[src/rtl/product_accumulator.sv]
// rtl/product_accumulator.sv - saturating burst accumulator for multiplier products
module product_accumulator #(
    parameter int PROD_W = 8,
    parameter int ACC_W  = 10,
    parameter int LEN_W  = 4
) (
    input  logic              clk,
    input  logic              rst,
    input  logic              start,
    input  logic [LEN_W-1:0]  cfg_len,
    input  logic              in_valid,
    output logic              in_ready,
    input  logic [PROD_W-1:0] in_product,
    output logic              out_valid,
    input  logic              out_ready,
    output logic [ACC_W-1:0]  acc_out,
    output logic              ovf,
    output logic              busy
);

    typedef enum logic [1:0] {
        IDLE  = 2'd0,
        ACCUM = 2'd1,
        DONE  = 2'd2
    } state_t;

    localparam logic [ACC_W:0] ACC_MAX  = {1'b0, {ACC_W{1'b1}}};
    localparam logic [LEN_W:0] LEN_ONE  = (LEN_W+1)'(1);
    localparam logic [LEN_W:0] LEN_FULL = {1'b1, {LEN_W{1'b0}}};

    state_t           state;
    state_t           state_nxt;
    logic [LEN_W:0]   len;
    logic [LEN_W:0]   cnt;
    logic [ACC_W-1:0] acc;
    logic             ovf_q;
    logic [ACC_W:0]   sum;
    logic             beat;

    // One guard bit above the accumulator exposes the carry used for saturation.
    assign sum = {1'b0, acc} + (ACC_W+1)'(in_product);

    always_comb begin
        state_nxt = state;
        in_ready  = 1'b0;
        out_valid = 1'b0;
        busy      = 1'b0;
        beat      = 1'b0;
        case (state)
            IDLE: begin
                if (start) begin
                    state_nxt = ACCUM;
                end
            end
            ACCUM: begin
                in_ready = 1'b1;
                busy     = 1'b1;
                beat     = in_valid;
                if (in_valid && (cnt == len - LEN_ONE)) begin
                    state_nxt = DONE;
                end
            end
            DONE: begin
                out_valid = 1'b1;
                busy      = 1'b1;
                if (out_ready) begin
                    state_nxt = IDLE;
                end
            end
            default: begin
                state_nxt = IDLE;
            end
        endcase
    end

    always_ff @(posedge clk) begin
        if (rst) begin
            state <= IDLE;
            len   <= '0;
            cnt   <= '0;
            acc   <= '0;
            ovf_q <= 1'b0;
        end else begin
            state <= state_nxt;
            if (state == IDLE && start) begin
                len   <= (cfg_len == '0) ? LEN_FULL : {1'b0, cfg_len};
                cnt   <= '0;
                acc   <= '0;
                ovf_q <= 1'b0;
            end else if (beat) begin
                cnt <= cnt + LEN_ONE;
                if (sum > ACC_MAX) begin
                    acc   <= ACC_MAX[ACC_W-1:0];
                    ovf_q <= 1'b1;
                end else begin
                    acc <= sum[ACC_W-1:0];
                end
            end
        end
    end

    assign acc_out = acc;
    assign ovf     = ovf_q;

endmodule
[config.mk]
export PLATFORM = sky130hd
export DESIGN_NAME = product_accumulator
export DESIGN_NICKNAME = d
export VERILOG_FILES = /design/src/rtl/product_accumulator.sv
export SDC_FILE = /design/constraint.sdc
export NUM_CORES = 1
export LEC_CHECK = 0
export BUFFER_PORTS_ARGS = -buffer_cell sky130_fd_sc_hd__buf_2
export CORE_ASPECT_RATIO = 0.8
export CORE_MARGIN = 10
export CORE_UTILIZATION = 53
export CTS_CLUSTER_DIAMETER = 80
export CTS_CLUSTER_SIZE = 28
export DETAILED_ROUTE_END_ITERATION = 10
export PLACE_DENSITY = 0.78
export SYNTH_ARGS = -nofsm -noshare
export SYNTH_HDL_FRONTEND = slang
export SYNTH_SLANG_ARGS = --single-unit
[constraint.sdc]
create_clock -name clk -period 2.7 [get_ports clk]
set_input_delay 0.405 -clock clk [delete_from_list [all_inputs] [get_ports clk]]
set_output_delay 0.405 -clock clk [all_outputs]
set_load 0.01 [all_outputs]
==> metrics.txt <==
status completed; Via Count 1,200; die area a little over 5000 µm²; Wirelength per Cell around 14 µm; Max-slew headroom 0.516; Net Sw Frac 0.396; post-synth top area cell dfxtp_1; critical path class reg2reg; initial core utilization 0.559; # resized after CTS 0; Final nets 225; share of cells above drive strength 1 0.193; register area 460 µm²; # H-tree levels 1; clock sink count 23; Antenna Nets Post-Route 0; Hold Crit Depth 2; critical path required time approximately 2.9 ns; Max Cap Violations 0; vias in the first global route approximately 1,300; # diodes 0; core area around 2500 µm²; final worst path period share 0.848; crit path DAT between 2 and 2.5 ns; Syn-to-layout area delta 14.2%; first-pass GRT wire length 5890 µm; footprint of the multi-input gates 862 µm²; Initial DRC Count 50; clock-pin slew on the worst setup and hold paths roughly 0.13 ns; Tot GR Track Use 0.139; DRC viols 0; Clock Power Share 0.152; Max Freq ~0.44 GHz; EDFF count, synth 0; max-slew violation count 0; synthesis-stage register bit count 23; Synth Net Count between 150 and 200; Finished Core Util 0.639; Comb power frac 0.454; syn avg cell area ~8.5 µm²; Ys Warns 0; Worst Path Max Fanout 6; CP endpoint kind flop; Top FF cell, synth dfxtp_1; fraction of registers with async set/reset 0; sequential share of the synthesized area 0.332; Setup Fix Bufs, Post-CTS 0; clk_lat worst skew between 0.3 and 0.4 ns; Cell Area, Synth between 1000 and 1500 µm²; CTS Buf Count 3; row count 16; CTS root buffer clkbuf_4; IR Drop Worst-Case VDD ~0.32 mV; Seq pwr share 0.394; CTS tree built; P_int roughly 650 µW; Switch Pwr about 430 µW; Netlist cell types 36; Hold Violations, Final 0; # setup viols final 0; skew final approximately 0.01 ns; Layout fillers about 230; maximum clock path buffer count 2; hold slack final 0.336 ns; power per cell area about 680 nW/µm²; actual slew at the worst max-slew pin approximately 0.73 ns; TritonRoute pass-1 iters 4; remaining global-route overflow 0; post-detail-place hpwl ~2600 µm; min cycle time layout around 2.3 ns; Die Y approximately 66 µm; Routed WL about 3300 µm; DR vias/cell 5.26; port bufs 30; Worst Reg-to-Reg Cells 5; initial antenna violation count 0; gpl congestion around 0.84; Final Non-Filler Cells about 230; most common cell after layout, fill and taps aside buf_2; Tightest Hold Check Type in2reg; DP Cell Count approximately 220; critical path launch point type flop; setup TNS 0 ns; Lkg Pwr about 0.00069 µW; die width ~77 µm; unrepaired setup endpoints after global routing false; largest net degree at the start of global routing 15; top cells by area, synth dfxtp_1 (33%), ha_1 (13%), a21oi_1 (6.8%); Post-Syn Instances between 150 and 200; commonest non-fill, non-tap cells in the layout buf_2 (30), dfxtp_1 (23), a21oi_1 (19); CTS Hold Bufs 0; top-area cell type share of the netlist area 0.332; IO Pins 31
kinds of logic (layout without fill, tap and decap cells):
family                     count (synthesis)  after routing  share of synthesized area
AOI/OAI and AO/OA                         46             46                      0.210
xor gates and xnor gates                  16             16                      0.101
adders and majority gates                 15             15                      0.141
buffers and inverters                     15             44                     0.0477
DFF                                       23             23                      0.332
muxes                                      2              2                     0.0144
and+or+nand+nor                           46             46                      0.155
per-stage QoR:
| stage | area, µm² | setup WS (ns) | power, µW |
|---|---|---|---|
| 5_1_grt | 1590 | 0.169 | 1170 |
| 3_5_place_dp | 1560 | 0.280 | 919 |
| 4_1_cts | 1590 | 0.444 | 1090 |
| 2_1_floorplan | 1390 | 0.683 | 790 |
| 3_3_place_gp | 1560 | 0.330 | 897 |
| 6_report | 1590 | 0.411 | 1080 |
metal layers:
layer	GRT usage	wire (µm)	up-vias
li1	-	-	636
met1	0.159	1470	546
met2	0.247	1690	14
met3	0.0380	99	4
met4	0.0455	27	0
met5	0	0	-
flip-flops by register name, summed over array words and instances (netlist names):
register,count
acc_out,10
cnt,5
ovf,1
state,2
len,5
final cells by class:
cell class	instances	area share
multi-input combinational	125	0.543
sequential	23	0.290
timing repair buffer	31	0.0994
tap	36	0.0284
inverter	9	0.0213
clock buffer	3	0.0142
clock inverter	1	0.00315
worst max-delay path: stages, from the launching register on:
cell and delay, ns:
dfxtp_1 0.34, ha_1 0.34, a2111oi_0 0.61, a21oi_1 0.19, a31oi_1 0.53, a221oi_1 0.15
power groups by stage:
stage	clock network [µW]	registers [µW]	logic (µW)
6_report	164	424	489
5_1_grt	186	433	552
4_1_cts	171	424	491
3_5_place_dp	0	431	487
3_3_place_gp	0	429	469
2_1_floorplan	0	432	358
final timing paths:
path | startpoint | end | slack (ns)
min | rst | len[3] | 0.34
min reg2reg | len[1] | len[1] | 0.49
max reg2reg | acc_out[7] | acc_out[1] | 0.41
max | acc_out[7] | acc_out[1] | 0.41
synthesized netlist by cell type, types with 3 or more instances:
master	number
a21oi_1	19
dfxtp_1	23
ha_1	14
inv_1	9
nand2_1	13
nand3_1	7
nand4_1	3
nor2_1	11
nor2b_1	4
nor3_1	3
o21ai_0	9
xnor2_1	7
xor2_1	9
Power figures use the tool's default switching activity.
